### src/rtl/cpu_pkg.sv
// Shared CPU constants and the fetch-queue entry layout.
// NOP is the all-zero instruction word.
package cpu_pkg;

    localparam int AW    = 8;
    localparam int IW    = 16;
    localparam int DEPTH = 2;

    localparam logic [IW-1:0] NOP = 16'h0000;

    typedef struct packed {
        logic [AW-1:0] pc;
        logic [IW-1:0] instr;
    } fetch_entry_t;

endpackage

### src/rtl/fetch_queue.sv
// Two-entry synchronous FIFO of {pc, instr} with flush.
// A push into a full queue is accepted only when a pop happens in the same cycle.
module fetch_queue
    import cpu_pkg::*;
(
    input  logic         clk_i,
    input  logic         reset_i,
    input  logic         flush_i,
    input  logic         push_i,
    input  fetch_entry_t push_data_i,
    input  logic         pop_i,
    output logic [1:0]   occ_o,
    output fetch_entry_t head_o
);

    fetch_entry_t entries_q [2];
    logic         rd_ptr_q;
    logic         wr_ptr_q;
    logic [1:0]   cnt_q;
    logic [1:0]   cnt_d;
    logic         do_push;
    logic         do_pop;

    assign do_pop  = pop_i & (cnt_q != 2'd0);
    assign do_push = push_i & ((cnt_q != 2'd2) | do_pop);

    always_comb begin
        cnt_d = cnt_q;
        case ({do_push, do_pop})
            2'b10:   cnt_d = cnt_q + 2'd1;
            2'b01:   cnt_d = cnt_q - 2'd1;
            default: cnt_d = cnt_q;
        endcase
    end

    always_ff @(posedge clk_i) begin
        if (reset_i) begin
            rd_ptr_q     <= 1'b0;
            wr_ptr_q     <= 1'b0;
            cnt_q        <= 2'd0;
            entries_q[0] <= '0;
            entries_q[1] <= '0;
        end else if (flush_i) begin
            rd_ptr_q <= 1'b0;
            wr_ptr_q <= 1'b0;
            cnt_q    <= 2'd0;
        end else begin
            if (do_push) begin
                entries_q[wr_ptr_q] <= push_data_i;
                wr_ptr_q            <= ~wr_ptr_q;
            end
            if (do_pop) begin
                rd_ptr_q <= ~rd_ptr_q;
            end
            cnt_q <= cnt_d;
        end
    end

    assign occ_o  = cnt_q;
    assign head_o = entries_q[rd_ptr_q];

endmodule

### src/rtl/instr_fetch_unit.sv
// Fetch stage: issues one program-memory read per cycle while the queue has room,
// buffers returned words tagged with their PC, and steers the PC on redirects.
module instr_fetch_unit
    import cpu_pkg::*;
(
    input  logic          clk,
    input  logic          reset,
    input  logic          fetch_en,
    input  logic [AW-1:0] pc_in,
    output logic          pc_en,
    output logic          pc_load_en,
    output logic [AW-1:0] pc_load,
    output logic          imem_rd_en,
    output logic [AW-1:0] imem_addr,
    input  logic [IW-1:0] imem_rdata,
    input  logic          redir_en,
    input  logic [AW-1:0] redir_addr,
    output logic          ir_valid,
    input  logic          ir_ready,
    output logic [IW-1:0] ir_out,
    output logic [AW-1:0] ir_pc
);

    logic          inflight_q;
    logic          inflight_d;
    logic [AW-1:0] inflight_pc_q;
    logic [AW-1:0] inflight_pc_d;
    logic          discard_q;
    logic          discard_d;

    logic [1:0]    occ;
    logic [2:0]    committed;
    logic          pop;
    logic          push;
    logic          issue;
    fetch_entry_t  head;
    fetch_entry_t  push_entry;

    assign ir_valid  = (occ != 2'd0);
    assign pop       = ir_valid & ir_ready;
    assign committed = {1'b0, occ} + {2'b00, inflight_q};

    // Count the pop as freeing a slot so a ready consumer sees one word per cycle.
    assign issue = fetch_en & ~redir_en & ~reset & (committed < (3'(DEPTH) + {2'b00, pop}));

    // A response arriving while a redirect flushes belongs to the old stream.
    assign push = inflight_q & ~discard_q & ~redir_en & ~reset;

    assign imem_rd_en = issue;
    assign pc_en      = issue;
    assign imem_addr  = pc_in;
    assign pc_load_en = redir_en & ~reset;
    assign pc_load    = pc_load_en ? redir_addr : '0;

    always_comb begin
        inflight_d    = issue;
        inflight_pc_d = issue ? pc_in : inflight_pc_q;
        discard_d     = redir_en & inflight_q;
    end

    always_ff @(posedge clk) begin
        if (reset) begin
            inflight_q    <= 1'b0;
            inflight_pc_q <= '0;
            discard_q     <= 1'b0;
        end else begin
            inflight_q    <= inflight_d;
            inflight_pc_q <= inflight_pc_d;
            discard_q     <= discard_d;
        end
    end

    assign push_entry.pc    = inflight_pc_q;
    assign push_entry.instr = imem_rdata;

    fetch_queue u_queue (
        .clk_i       (clk),
        .reset_i     (reset),
        .flush_i     (redir_en),
        .push_i      (push),
        .push_data_i (push_entry),
        .pop_i       (pop),
        .occ_o       (occ),
        .head_o      (head)
    );

    assign ir_out = head.instr;
    assign ir_pc  = head.pc;

endmodule

### config.mk
export PLATFORM = sky130hd
export DESIGN_NAME = instr_fetch_unit
export DESIGN_NICKNAME = d
export VERILOG_FILES = /design/src/rtl/cpu_pkg.sv /design/src/rtl/fetch_queue.sv /design/src/rtl/instr_fetch_unit.sv
export SDC_FILE = /design/constraint.sdc
export NUM_CORES = 1
export LEC_CHECK = 0
export ABC_AREA = 0
export CORE_ASPECT_RATIO = 0.5
export CORE_MARGIN = 3
export CORE_UTILIZATION = 51
export CTS_CLUSTER_SIZE = 20
export DETAILED_ROUTE_END_ITERATION = 10
export PLACE_DENSITY = 0.85
export SYNTH_ARGS = -nofsm -noshare
export SYNTH_HDL_FRONTEND = slang
export SYNTH_HIERARCHICAL = 1
export SYNTH_SLANG_ARGS = --single-unit
### constraint.sdc
create_clock -name clk -period 3.2 [get_ports clk]
set_input_delay 0.32 -clock clk [delete_from_list [all_inputs] [get_ports clk]]
set_output_delay 0.32 -clock clk [all_outputs]
set_load 0.02 [all_outputs]
After elaboration in Yosys (flattened, before gate mapping). Memory sizes are Yosys's and may differ from the RTL's. A register that Yosys moved wholly into a read port is not among the register bits. Index checks and enable logic that the tools add are counted.

Bits in registers: 14. Memory bits (writable): 48. Input bits: 37. Output and inout bits: 44. Logic and storage cells: 49. Memories: 1.

Memory list: u_queue.entries_q (words 2, width 24, read ports 1, clocked after Yosys merged registers in 1, write ports 2, line fetch_queue.sv:16) `fetch_entry_t entries_q [2];`.

Add/sub/neg operators: 4. Magnitude comparators: 1. Equality and inequality tests: 3. Muxes and demuxes: 13. Bitwise operators: 17. Reductions and logical operators: 4.

Operator list (count): 2-to-1 mux 24 bit (1); OR reduction 24 bit (1); bitwise AND 1 bit (11); 2-to-1 mux 1 bit (10); 2-to-1 mux 8 bit (1); NOT 1 bit (5); one-hot mux 2 bit (2 select lines) (1); nonzero test 2 bit (2); adder 2 x 1 -> 3 bit (1); adder 2 x 1 -> 3 bit (first input constant) (1); less-than comparator 3 bit (1); adder 2 x 1 -> 2 bit (second input constant) (1); == test 2 x 1 -> 1 bit (second input constant) (1); == test 2 bit (second input constant) (1); != test 2 bit (second input constant) (1); OR reduction 2 bit (1); subtractor 2 x 1 -> 2 bit (second input constant) (1); bitwise OR 1 bit (1).

Longest topological paths before layout.
Word-level depth: 11. Mapped depth: 8. Gate-level depth less buffers: 8.

By module. The synthesis kept the hierarchy.

By module, submodules not included: fetch_queue (times used 1, cells each 153, area each 2317.2 um^2, sequential area each 1541.5 um^2); instr_fetch_unit (times used 1, cells each 68, area each 579.3 um^2, sequential area each 200.2 um^2).

Least setup slack after synthesis. Ideal clock, no wire load.

Kind: reg2out. Start: register u_queue.cnt_q[0], in the netlist u_queue/occ_o[0]. End: output port pc_en. Data arrival time: 1909 ps. Slack: 971 ps. Stages on the path, launching flop included: 7. Path buffers: 2. Path through: dfxtp_1 > ha_1 > ha_1 > or4b_4 > buf_6 > nor2_1 > buf_4.

Word-level cells in the longest chain between the ends: 5. Elaborated cells on any way between the ends: 6.

RTL lines: start: declaration (line fetch_queue.sv:19) `logic [1:0] cnt_q;`; start signal: assignment (line fetch_queue.sv:55) `cnt_q <= cnt_d;`; nonzero test 2 bit (line instr_fetch_unit.sv:39) `assign ir_valid = (occ != 2'd0);`; bitwise AND 1 bit (line instr_fetch_unit.sv:40) `assign pop = ir_valid & ir_ready;`; adder 2 x 1 -> 3 bit (line instr_fetch_unit.sv:44) `assign issue = fetch_en & ~redir_en & ~reset & (committed < (3'(DEPTH) + {2'b00, pop}));`; less-than comparator 3 bit * (line instr_fetch_unit.sv:44); bitwise AND 1 bit * (line instr_fetch_unit.sv:44); end: declaration (line instr_fetch_unit.sv:10) `output logic pc_en,`.

Mark *: on every way between the ends. The rest lies on a longest branch, timed or not.

Worst setup path in the final report.
Start: register u_queue.cnt_q[0], in the netlist u_queue/occ_o[0]. End: output port imem_rd_en.

Word-level cells in the longest chain between the ends: 5. Elaborated cells on any way between the ends: 6.

RTL lines: nonzero test 2 bit (line instr_fetch_unit.sv:39); bitwise AND 1 bit (line instr_fetch_unit.sv:40); adder 2 x 1 -> 3 bit (line instr_fetch_unit.sv:44); less-than comparator 3 bit * (line instr_fetch_unit.sv:44); bitwise AND 1 bit * (line instr_fetch_unit.sv:44); end: declaration (line instr_fetch_unit.sv:13) `output logic imem_rd_en,`.

Marked as above.

==> impl_metrics.csv <==
group,metric,value,unit
run_status,outcome,"finished clean",
logic_synthesis,ys.flop_type,"edfxtp_1",
worst_hold_path,hold_end,"inflight_pc_q[6]",
logic_synthesis,yosys.area.top_type,"edfxtp_1",
sta,worstMarginPinSlew,572,ps
die,die_y,59.3,um
cells_and_area,regArea,1740,sq um
clocking,htreeDepth,3,
logic_synthesis,synthesis.instances,221,
detailed_routing,ant_nets,0,
logic_synthesis,async_flop_share,0,%
sta,finalHoldViolCount,0,
global_routing,track_usage,18.7,%
global_routing,met1_usage,21.0,%
setup_path,cpPeakStageDelay,630,ps
place,place.gp.congestion,0.676,
detailed_routing,viasPerCell,5.16,
logic_synthesis,synth_top_area_share,49.8,%
die,die_w,113,um
setup_path,worstSetupPathType,"reg2out",
power_and_ir_drop,pwr_density_cell,520,nW/um^2
clocking,tritoncts,"yes",
logic_synthesis,yosysMostFrequentCell,"and2_1",
detailed_routing,drc,0,
sta,slew_violations,0,
clocking,cts_root_buffer,"clkbuf_16",
setup_path,r2r_cells,7,
detailed_routing,dr.pass1.iters,5,
logic_synthesis,synth_edf_count,48,
detailed_routing,drt-wirelength-per-cell,15.5,um
cells_and_area,nets,338,
place,dp.cells,357,
sta,setup_viol,0,
logic_synthesis,yosysSeqAreaShare,60.1,%
clocking,cts_resized,0,
logic_synthesis,synth_fa_ha_area_share,1.30,%
logic_synthesis,yosys-top-cells-area,"edfxtp_1 (50%), and2_1 (11%), dfxtp_1 (10%)",
clocking,clk_latency,320,ps
clocking,cts_made_buffers,9,
detailed_routing,detail_route.iter0.violations,90,
logic_synthesis,synth_mux_area_share,9.33,%
die,io_pins,81,
sta,skew,5.85,ps
setup_path,worst_setup_path_end_kind,"primary output",
sta,setup_slack,366,ps
setup_path,cp_max_fo,10,
worst_hold_path,hp-start,"inflight_pc_q[6]",
setup_path,crit_buf_inv,1,
sta,maxClockFrequency,0.353,GHz
setup_path,worstPathArrival,2510,ps
die,rows,18,
logic_synthesis,ys_seq_elements,63,
global_routing,grt_start_max_net_pins,26,
sta,whs,506,ps
worst_hold_path,hold_path_class,"reg2reg",
setup_path,r2r_end,"u_queue/occ_o[1]",
place,dp_hpwl,3890,um
setup_path,critical_path.most_common_cell,"ha_1",
sta,period_needed,2830,ps
clocking,cts.reportedPaths.clkPinSlew,50,ps
sta,fin_setup_tns,0,ps
global_routing,busiest_layer,"met2",
global_routing,antenna_found_initial,0,
logic_synthesis,synth_common_cells,"and2_1 (53), edfxtp_1 (48), mux2_2 (24)",
power_and_ir_drop,irDropWorstVdd,0.348,mV
cells_and_area,final_util,76.7,%
die,start_util,55.7,%
setup_path,startpoint_type,"flip-flop",
global_routing,overflow,0,
cells_and_area,stdcell_count,373,
logic_synthesis,synth_xor_area_share,0.907,%
clocking,hold_buffers,0,
sta,rsz0062_at_grt,"no",
sta,maxSlewHeadroom,61.6,%
logic_synthesis,synth_fp_nets,261,
job,cap_violations,0,
cells_and_area,drive_gt1_share,16.2,%
logic_synthesis,avgSynthCellArea,13.1,sq um
setup_path,critical_path_depth,5,
place,postPlaceCellArea,3680,sq um
logic_synthesis,synth_cell_types,34,
place,place_ws,522,ps
logic_synthesis,synth_top_family_by_area,"simple AND/OR/NAND/NOR gates",
logic_synthesis,yosysWarnings,6,
sta,finalCritPeriodShare,88.6,%
cells_and_area,fin_area,3990,sq um
setup_path,critPathRequiredTime,2880,ps
clocking,clkSinkCount,63,
setup_path,slowest_stage,"clkdlybuf4s50_1",
setup_path,cp_cell_sequence,"ha_1 -> ha_1 -> or4b_4 -> nor2_1 -> clkdlybuf4s50_1",
logic_synthesis,synth_compound_area_share,4.32,%
cells_and_area,syn2layout_area_growth,37.8,%
logic_synthesis,synth_area,2900,sq um
cells_and_area,multi_input_area,1010,sq um
global_routing,grt_use_met2,34.3,%
worst_hold_path,worstHoldPathCells,2,
setup_path,ff2ff_setup_slack,1130,ps
die,die_area,6670,sq um
die,core-area,5200,sq um
global_routing,grt_pass1_vias,2032,
place,port_buffers,80,
clocking,cts_setup_buffers,0,
cells_and_area,fillers,335,
setup_path,critPathTopFamily,"simple AND/OR/NAND/NOR gates",
setup_path,r2r_start,"u_queue/occ_o[0]",
power_and_ir_drop,p_leak,1.50,nW
global_routing,use_met3,5.61,%
detailed_routing,vias,1926,
detailed_routing,wl,5780,um
clocking,max-clock-path-buffers,2,
global_routing,grt_pass1_wl,9430,um
cells_and_area,antenna_cells,0,
setup_path,crit_start,"u_queue/occ_o[0]",
logic_synthesis,synth_simple_gate_area_share,18.9,%
power_and_ir_drop,total_power,2.07,mW
sequential cells by signal, indices dropped and copies added, names as in the netlist, named ones only:
signal	cells
u_queue/wr_ptr_q	1
discard_q	1
u_queue/occ_o	2
u_queue/rd_ptr_q	1
u_queue/entries_q	48
inflight_pc_q	8
inflight_q	1
cells in the final DEF (no fill, tap or decap), types with 2 or more instances in the layout:
master / count
o21a_1: 2
ha_1: 3
clkbuf_1: 2
edfxtp_1: 48
buf_4: 6
bufinv_16: 2
a21oi_1: 8
nand3_1: 8
or2_1: 2
xnor2_1: 2
and2_4: 4
mux2_2: 24
o21ai_1: 10
clkdlybuf4s50_1: 80
clkbuf_16: 9
and2_1: 53
nor3_1: 3
nor2_1: 3
dfxtp_1: 15
clkinv_1: 2
per-layer routing:
layer | vias up | part of all wire [%]
met5 | - | 0
met4 | 0 | 1.8
met3 | 12 | 5.6
met2 | 77 | 52
met1 | 902 | 40
li1 | 935 | -
worst min-delay path, cell delays in order (launching register included):
cell and delay, ps:
dfxtp_1 320, o21ai_1 70, a21oi_1 70
area by class of cell:
type | count | share of cell area (%)
clock inverter | 5 | 1.82
tap | 70 | 2.20
multi-input combinational | 137 | 25.2
clock buffer | 11 | 5.83
inverter | 1 | 0.0941
sequential | 63 | 43.7
timing repair buffer | 86 | 21.2
power by group:
| group | internal, mW | switching, mW |
|---|---|---|
| Combinational | 0.0973 | 0.0794 |
| Sequential | 0.905 | 0.00900 |
| Clock | 0.674 | 0.309 |
worst max-delay path by stage:
stage,end
final,imem_rd_en
after global routing,imem_rd_en
after CTS,imem_rd_en
after detailed placement,imem_rd_en
after global placement,imem_rd_en
after floorplan,pc_en
cells by family (layout without fill, tap and decap cells):
| logic type | Yosys count | count (layout) |
|---|---|---|
| AO/OA/AOI/OAI | 23 | 23 |
| XOR/XNOR | 3 | 3 |
| adder cells (fa/ha/maj) | 3 | 3 |
| buffers and inverters | 21 | 103 |
| flip-flops | 63 | 63 |
| multiplexers | 24 | 24 |
| AND/OR/NAND/NOR | 84 | 84 |
Power figures use the tool's default switching activity.
